[config.mk]
export PLATFORM = sky130hd
export DESIGN_NAME = decode_stage
export DESIGN_NICKNAME = d
export VERILOG_FILES = /design/src/rtl/decode_stage.sv
export SDC_FILE = /design/constraint.sdc
export NUM_CORES = 1
export LEC_CHECK = 0
export BUFFER_PORTS_ARGS = -buffer_cell sky130_fd_sc_hd__buf_2
export CAP_MARGIN = 20
export CORE_MARGIN = 2
export CORE_UTILIZATION = 35
export CTS_BUF_LIST = sky130_fd_sc_hd__clkbuf_8
export CTS_CLUSTER_DIAMETER = 200
export DETAILED_ROUTE_END_ITERATION = 8
export PLACE_DENSITY_LB_ADDON = 0.05
export SLEW_MARGIN = 20
export SYNTH_ARGS = -nofsm -noshare
export SYNTH_HDL_FRONTEND = slang
export SYNTH_SLANG_ARGS = --single-unit
[constraint.sdc]
create_clock -name clk -period 1.9 [get_ports clk]
set_input_delay 0.38 -clock clk [delete_from_list [all_inputs] [get_ports clk]]
set_output_delay 0.38 -clock clk [all_outputs]
set_load 0.05 [all_outputs]
[src/rtl/decode_stage.sv]
// ARM instruction decode stage: decodes each accepted word on entry and
// queues the decoded fields/flags in a DEPTH-entry FIFO for the consumer.
// Ports: clk, rst_n (async low), flush; in_valid/in_ready/instruction;
//   out_valid/out_ready; opcode, ra, rb, rc, rotate_imm, immediate, shift,
//   shift_imm, branch_off; shifter_en, rotator_en, registerFile_en, sel;
//   is_mem, is_load, is_branch, is_link, undef; count.
// Option: DECODE_COND_EN adds a 4-bit cond output; cond=1111 decodes undef.
module decode_stage #(
  parameter int REG_W = 4,
  parameter int DEPTH = 2
) (
  input  logic                     clk,
  input  logic                     rst_n,
  input  logic                     flush,
  input  logic                     in_valid,
  output logic                     in_ready,
  input  logic [31:0]              instruction,
  output logic                     out_valid,
  input  logic                     out_ready,
  output logic [3:0]               opcode,
  output logic [REG_W-1:0]         ra,
  output logic [REG_W-1:0]         rb,
  output logic [REG_W-1:0]         rc,
  output logic [3:0]               rotate_imm,
  output logic [7:0]               immediate,
  output logic [1:0]               shift,
  output logic [4:0]               shift_imm,
  output logic                     shifter_en,
  output logic                     rotator_en,
  output logic                     registerFile_en,
  output logic                     sel,
  output logic                     is_mem,
  output logic                     is_load,
  output logic                     is_branch,
  output logic                     is_link,
  output logic                     undef,
  output logic [23:0]              branch_off,
`ifdef DECODE_COND_EN
  output logic [3:0]               cond,
`endif
  output logic [$clog2(DEPTH):0]   count
);

  localparam int PW = $clog2(DEPTH);
  localparam int CW = PW + 1;
  localparam logic [CW-1:0] FULL = CW'(DEPTH);

  typedef struct packed {
`ifdef DECODE_COND_EN
    logic [3:0]       cond;
`endif
    logic [3:0]       opcode;
    logic [REG_W-1:0] ra;
    logic [REG_W-1:0] rb;
    logic [REG_W-1:0] rc;
    logic [3:0]       rotate_imm;
    logic [7:0]       immediate;
    logic [1:0]       shift;
    logic [4:0]       shift_imm;
    logic [23:0]      branch_off;
    logic             shifter_en;
    logic             rotator_en;
    logic             rf_en;
    logic             sel;
    logic             is_mem;
    logic             is_load;
    logic             is_branch;
    logic             is_link;
    logic             undef;
  } entry_t;

  function automatic entry_t decode(input logic [31:0] w);
    entry_t e;
    e            = '0;
    e.opcode     = w[24:21];
    e.ra         = REG_W'(w[19:16]);
    e.rc         = REG_W'(w[15:12]);
    e.rb         = REG_W'(w[3:0]);
    e.rotate_imm = w[11:8];
    e.immediate  = w[7:0];
    e.shift      = w[6:5];
    e.shift_imm  = w[11:7];
    e.branch_off = w[23:0];
    unique case (w[27:25])
      3'b000: begin
        e.shifter_en = 1'b1;
        e.sel        = 1'b1;
        e.rf_en      = 1'b1;
      end
      3'b001: begin
        e.rotator_en = 1'b1;
        e.rf_en      = 1'b1;
      end
      3'b010: begin
        e.is_mem  = 1'b1;
        e.is_load = w[20];
        e.rf_en   = w[20];
      end
      3'b011: begin
        if (!w[4]) begin
          e.is_mem     = 1'b1;
          e.shifter_en = 1'b1;
          e.sel        = 1'b1;
          e.is_load    = w[20];
          e.rf_en      = w[20];
        end else begin
          e.undef = 1'b1;
        end
      end
      3'b101: begin
        e.is_branch = 1'b1;
        e.is_link   = w[24];
        e.rf_en     = w[24];
      end
      default: e.undef = 1'b1;
    endcase
`ifdef DECODE_COND_EN
    e.cond = w[31:28];
    // "never" condition: treat as undefined, no datapath activity
    if (w[31:28] == 4'hF) begin
      e.shifter_en = 1'b0;
      e.rotator_en = 1'b0;
      e.rf_en      = 1'b0;
      e.sel        = 1'b0;
      e.is_mem     = 1'b0;
      e.is_load    = 1'b0;
      e.is_branch  = 1'b0;
      e.is_link    = 1'b0;
      e.undef      = 1'b1;
    end
`endif
    return e;
  endfunction

  entry_t          mem_q [DEPTH];
  entry_t          mem_d [DEPTH];
  logic [PW-1:0]   wr_ptr_q, wr_ptr_d;
  logic [PW-1:0]   rd_ptr_q, rd_ptr_d;
  logic [CW-1:0]   count_q, count_d;
  logic            push, pop;
  entry_t          head;

  assign in_ready  = (count_q < FULL) && !flush;
  assign out_valid = (count_q != '0);
  assign push      = in_valid && in_ready;
  assign pop       = out_valid && out_ready && !flush;

  always_comb begin
    mem_d    = mem_q;
    wr_ptr_d = wr_ptr_q;
    rd_ptr_d = rd_ptr_q;
    count_d  = count_q;
    if (flush) begin
      wr_ptr_d = '0;
      rd_ptr_d = '0;
      count_d  = '0;
    end else begin
      if (push) begin
        mem_d[wr_ptr_q] = decode(instruction);
        wr_ptr_d        = wr_ptr_q + PW'(1);
      end
      if (pop) begin
        rd_ptr_d = rd_ptr_q + PW'(1);
      end
      unique case ({push, pop})
        2'b10:   count_d = count_q + CW'(1);
        2'b01:   count_d = count_q - CW'(1);
        default: count_d = count_q;
      endcase
    end
  end

  always_ff @(posedge clk or negedge rst_n) begin
    if (!rst_n) begin
      mem_q    <= '{default: '0};
      wr_ptr_q <= '0;
      rd_ptr_q <= '0;
      count_q  <= '0;
    end else begin
      mem_q    <= mem_d;
      wr_ptr_q <= wr_ptr_d;
      rd_ptr_q <= rd_ptr_d;
      count_q  <= count_d;
    end
  end

  assign head = mem_q[rd_ptr_q];

  assign count      = count_q;
  assign opcode     = head.opcode;
  assign ra         = head.ra;
  assign rb         = head.rb;
  assign rc         = head.rc;
  assign rotate_imm = head.rotate_imm;
  assign immediate  = head.immediate;
  assign shift      = head.shift;
  assign shift_imm  = head.shift_imm;
  assign branch_off = head.branch_off;
`ifdef DECODE_COND_EN
  assign cond       = head.cond;
`endif

  // stale entries stay in storage; flags are masked so an empty queue
  // never advertises datapath activity
  assign shifter_en      = out_valid & head.shifter_en;
  assign rotator_en      = out_valid & head.rotator_en;
  assign registerFile_en = out_valid & head.rf_en;
  assign sel             = out_valid & head.sel;
  assign is_mem          = out_valid & head.is_mem;
  assign is_load         = out_valid & head.is_load;
  assign is_branch       = out_valid & head.is_branch;
  assign is_link         = out_valid & head.is_link;
  assign undef           = out_valid & head.undef;

endmodule

Word-level counts from Yosys, hierarchy flattened
Cells that the tools add are included.
{"block": "totals", "regBits": 140, "output_inout_bits": 72, "word_cells": 115, "input_bits": 37}
{"block": "op_classes", "n_eq_ne": 6, "bitwise_logic": 12, "mux": 36, "add_sub_neg": 4, "n_reduce_logical": 14, "order_cmp": 4}
{"operator": "two-way mux 68 bit", "n": 4}
{"operator": "bitwise mux 136 bit", "n": 1}
{"operator": "demux 68 bit (select 1 bit)", "n": 1}
{"operator": "two-way mux 1 bit", "n": 17}
{"operator": "two-way mux 2 bit", "n": 6}
{"operator": "AND 1 bit", "n": 9}
{"operator": "case mux 2 bit (2 select lines)", "n": 2}
{"operator": "== test 3 x 2 -> 1 bit, second input constant", "n": 2}
{"operator": "case mux 1 bit (2 select lines)", "n": 3}
{"operator": "nonzero test 2 bit", "n": 3}
{"operator": "logical AND 1 bit", "n": 5}
{"operator": "greater-or-equal comparator 2 bit, second input constant", "n": 2}
{"operator": "two-way mux 4 bit", "n": 1}
{"operator": "inverter 1 -> 2 bit", "n": 2}
{"operator": "case mux 1 bit (4 select lines)", "n": 1}
{"operator": "OR reduction 4 bit", "n": 1}
{"operator": "== test 3 x 1 -> 1 bit, second input constant", "n": 1}
{"operator": "== test 3 bit, second input constant", "n": 1}
{"operator": "logical NOT 3 bit", "n": 1}
{"operator": "nonzero test 3 bit", "n": 1}
{"operator": "adder 1 bit, second input constant", "n": 2}
{"operator": "adder 2 x 1 -> 2 bit, second input constant", "n": 1}
{"operator": "== test 2 x 1 -> 1 bit, second input constant", "n": 1}
{"operator": "== test 2 bit, second input constant", "n": 1}
{"operator": "other kinds (7)", "n": 7}

Depth between registers and ports, before layout
{"block": "depth", "ltp_word": 6, "depth_mapped": 6, "ltp_nobuf": 3}

Worst setup path before layout
Ideal clock, no wire load.
{"block": "synth_path", "path_kind": "reg-to-output", "from": "register count_q[1], in the netlist count[1]", "to": "output shifter_en", "required_time_ps": 1520, "path_stages_with_launch": 5, "t_arrival_ps": 2129, "path_buffers": 2, "slack_ps": -609, "cell_sequence": "dfrtp_1 -> buf_2 -> nor2_1 -> nor2_1 -> buf_4"}
{"block": "synth_between", "elab_chain_len": 2}
{"item": "from (decl)", "line_no": "139", "rtl": "logic [CW-1:0] count_q, count_d;"}
{"item": "from (signal assigned)", "line_no": "183", "rtl": "count_q <= count_d;"}
{"item": "nonzero test 2 bit", "line_no": "144", "rtl": "assign out_valid = (count_q != '0);"}
{"item": "AND 1 bit", "line_no": "205", "rtl": "assign shifter_en = out_valid & head.shifter_en;"}
{"item": "to (decl)", "line_no": "28", "rtl": "output logic shifter_en,"}
No other way between the ends.

Final worst setup path
{"block": "layout_path", "from": "register rd_ptr_q", "to": "output branch_off[15]"}
{"block": "layout_between", "elab_chain_len": 4}
{"item": "from (decl)", "line_no": "138", "rtl": "logic [PW-1:0] rd_ptr_q, rd_ptr_d;"}
{"item": "from (signal assigned)", "line_no": "182", "rtl": "rd_ptr_q <= rd_ptr_d;"}
{"item": "inverter 1 -> 2 bit (implied by the code)", "line_no": "187", "rtl": "assign head = mem_q[rd_ptr_q];"}
{"item": "two-way mux 68 bit (implied by the code) (3 in series)", "line_no": "187"}
{"item": "to (decl)", "line_no": "37", "rtl": "output logic [23:0] branch_off,"}
No other way between the ends. The select of a mux whose other input is x is not followed.

==> metrics.md <==
| Metric | Value |
|---|---|
| Status | complete, but fails checks |
| Violated checks | setup timing |
| Post-route DRC | 0 |
| Maximum clock insertion buffer count | 2 |
| Starting Density | around 36% |
| Post-DR wirelength/cell | 14.27 um |
| Setup ws final | -0.01683 ns |
| Final Cycle Share | 100.9% |
| Endpoint type of the worst setup path | output port |
| Mean Syn Cell Area | roughly 9.0 um2 |
| Final setup vio count | 7 |
| First-pass GRT wire length | 13,380 um |
| Reg2reg start | count[1] |
| Share of layout cells above drive strength 1 | 38.36% |
| Hold_sp | instruction[12] |
| CP arrival | roughly 1.5 ns |
| P_leak | 2.328 nW |
| WHS Path Cells | 3 |
| FF-to-FF End | mem_q[129] |
| DRT antenna net count | 0 |
| Syn-to-layout area delta | 30.75% |
| Worst Hold Class | in -> reg |
| GRT Residual Overflow | 0 |
| Core Box Area | 0.009684 mm2 |
| Worst-Skew Late Latency | 0.34 ns |
| Die width | ~100 um |
| Layout Cells excl Fill | 597 |
| Worst setup path category | reg -> out |
| Setup TNS | -0.08827 ns |
| Max-Cap Viols | 0 |
| Routed WL | 8519 um |
| Cell count after synthesis | 382 |
| Synth cell types | 29 |
| Skew final | approximately 0.014 ns |
| Fin. max-slew vios | 0 |
| Crit path required time | about 1.5 ns |
| CTS Sinks | 70 |
| Cell row count | 36 |
| Largest net degree at the start of global routing | 31 |
| Worst-margin pin slew | about 0.39 ns |
| Clock Tree Root | clkbuf_8 |
| Final hold viol count | 0 |
| First-pass DRT Iterations | 4 |
| Post-synth top area cell | dfrtp_1 |
| CP Max Fanout | 12 |
| Vias in the first global route | 2,644 |
| CP Launch Type | flip-flop |
| Layout net count | 496 |
| Yosys warning count | 0 |
| Min Tclk post-route | about 1.9 ns |
| Slew margin rel. | between 70% and 80% |
| Depth of the worst register-to-register path | 5 |
| Antenna diode count | 0 |
| Chip height | 103.4 um |
| Post-synthesis sequential area ratio | ~51% |
| VDD IR max | between 0.0006 and 0.0007 V |
| WHS Endpoint | mem_q[120] |
| PD cells | between 1000 and 1500 mW/mm2 |
| IO Pins | 109 |
| GRT Resource Usage Total | 16.49% |
| Top cell type's share of synthesized area | a little over 50% |
| Area contributors post-synth | dfrtp_1 (51%), nand2_1 (18%), mux2_2 (8.1%), buf_4 (7.6%), mux2i_1 (2.3%) |
| Netlist Area Pre-Place | ~0.0035 mm2 |
| Post-Syn Nets | between 400 and 500 |
| # fillers | 973 |
| CTS tree | done |
| H-Tree Depth | 3 |
| Drt via density | 4.519 |
| Initial antenna violation count | 0 |
| Placed cells | between 500 and 600 |
| Total CTS buffers | 9 |
| Clock slew at reported path FFs | about 0.09 ns |
| Die ar. | 0.01068 mm2 |
| Fmax | 0.5217 GHz |
| Via count | about 2,700 |
| DP Wirelength | about 5400 um |
| Port bufs | about 100 |
| Initial DRC count | 67 |
| RSZ-0062 raised after global routing | true |
| Number of synthesized register bits | 70 |
| FF-to-FF setup slack | 0.24 ns |
| RePlAce Congestion | about 0.75 |
==> cell type report <==
type                       instances  area (um2)  share of cell area (%)
inverter                           1       3.754                 0.08310
clock buffer                       9       123.9                   2.742
tap                              133       166.4                   3.684
sequential                        70        1754                   38.84
clock inverter                     7       90.09                   1.994
timing repair buffer             120       960.9                   21.27
multi-input combinational        257        1418                   31.39
==> Yosys cell counts <==
| cell | instances |
|---|---|
| mux2_2 | 25 |
| dfrtp_1 | 70 |
| clkbuf_1 | 3 |
| o31ai_2 | 1 |
| buf_1 | 2 |
| nand2b_1 | 1 |
| mux2i_1 | 8 |
| buf_2 | 11 |
| nor2b_1 | 4 |
| nand4bb_1 | 1 |
| a21oi_1 | 3 |
| nor4bb_1 | 1 |
| or3b_2 | 1 |
| a21o_1 | 1 |
| buf_4 | 35 |
| a31oi_1 | 3 |
| buf_6 | 3 |
| a2bb2oi_1 | 1 |
| inv_1 | 1 |
| xor2_1 | 1 |
| nand2_1 | 169 |
| or2_2 | 1 |
| o21ai_0 | 14 |
| nand3_1 | 2 |
| o31ai_1 | 1 |
| nor4b_4 | 1 |
| or4b_4 | 1 |
| xnor2_1 | 1 |
| nor2_1 | 16 |
==> report_power, final <==
part | total, W | internal (W) | leakage [nW] | switching [W]
registers | 0.00201 | 0.00183 | 0.884 | 0.000187
clock network | 0.00131 | 0.000732 | 0.110 | 0.000578
logic | 0.00270 | 0.000899 | 1.33 | 0.00180
==> routing by layer <==
layer | share of wire (%) | global-route usage [%] | up-vias
met5 | 0 | 0 | -
met4 | 1.2 | 6.073 | 0
met3 | 4.2 | 2.688 | 9
met2 | 46 | 25.61 | 73
met1 | 48 | 23.28 | 1283
li1 | - | - | 1333
==> what timing repair did <==
| action | 4_1_cts | 5_1_grt |
|---|---|---|
| cloned | 0 | 1 |
| setup endpoints to repair | 64 | 61 |
| hold endpoints to repair | 4 | 0 |
| buffers inserted | 1 | 0 |
| hold buffers | 1 | 0 |
| gates resized for setup | 33 | 92 |
==> metrics by stage <==
step	cell area (um2)	utilization (%)	hold slack, ns	total power (W)	setup WS, ns
4_1_cts	4284	44.24	0.2201	0.005820	-0.04725
6_report	4517	46.64	0.2362	0.006021	-0.01683
3_3_place_gp	3969	40.98	0.2369	0.004355	0.3039
2_1_floorplan	3488	-	0.08441	0.004092	-0.02681
3_5_place_dp	3969	40.98	0.2352	0.004378	0.2980
5_1_grt	4517	46.64	0.2326	0.006357	-0.06362
==> state kept, by name (all words and copies together), names as in the netlist <==
register  count
mem_q        66
count         2
rd_ptr_q      1
wr_ptr_q      1
==> worst max-delay path, stage by stage (launching register included) <==
cell and delay [ns]:
dfrtp_2 0.44, clkbuf_16 0.22, mux2_2 0.35, buf_4 0.19
==> logic make-up after synthesis <==
kind of cell / Yosys count / synth area share (%)
XOR/XNOR: 2 / 0.5072
AND/OR/NAND/NOR: 198 / 23.43
multiplexers: 33 / 10.47
AO/OA/AOI/OAI: 24 / 4.057
buffers and inverters: 55 / 10.83
flip-flops: 70 / 50.71
==> cells in the final DEF, fill, tap and decap left out, drive strengths merged, types with 2 or more instances in the layout <==
cell	count
nor2	16
mux2	25
mux2i	8
inv	2
a31oi	3
nand2	169
nor2b	4
clkbuf	12
a21oi	3
nand3	2
o31ai	2
o21ai	14
bufinv	2
dfrtp	70
clkinv	3
buf	116
==> worst max-delay path by stage <==
stage / startpoint / end
finish: rd_ptr_q / branch_off[15]
global route: rd_ptr_q / ra[2]
CTS: rd_ptr_q / rb[3]
detailed placement: flush / mem_q[128]
global placement: flush / mem_q[124]
floorplan: count[1] / shifter_en
No activity file was read; power rests on OpenSTA's default activity.
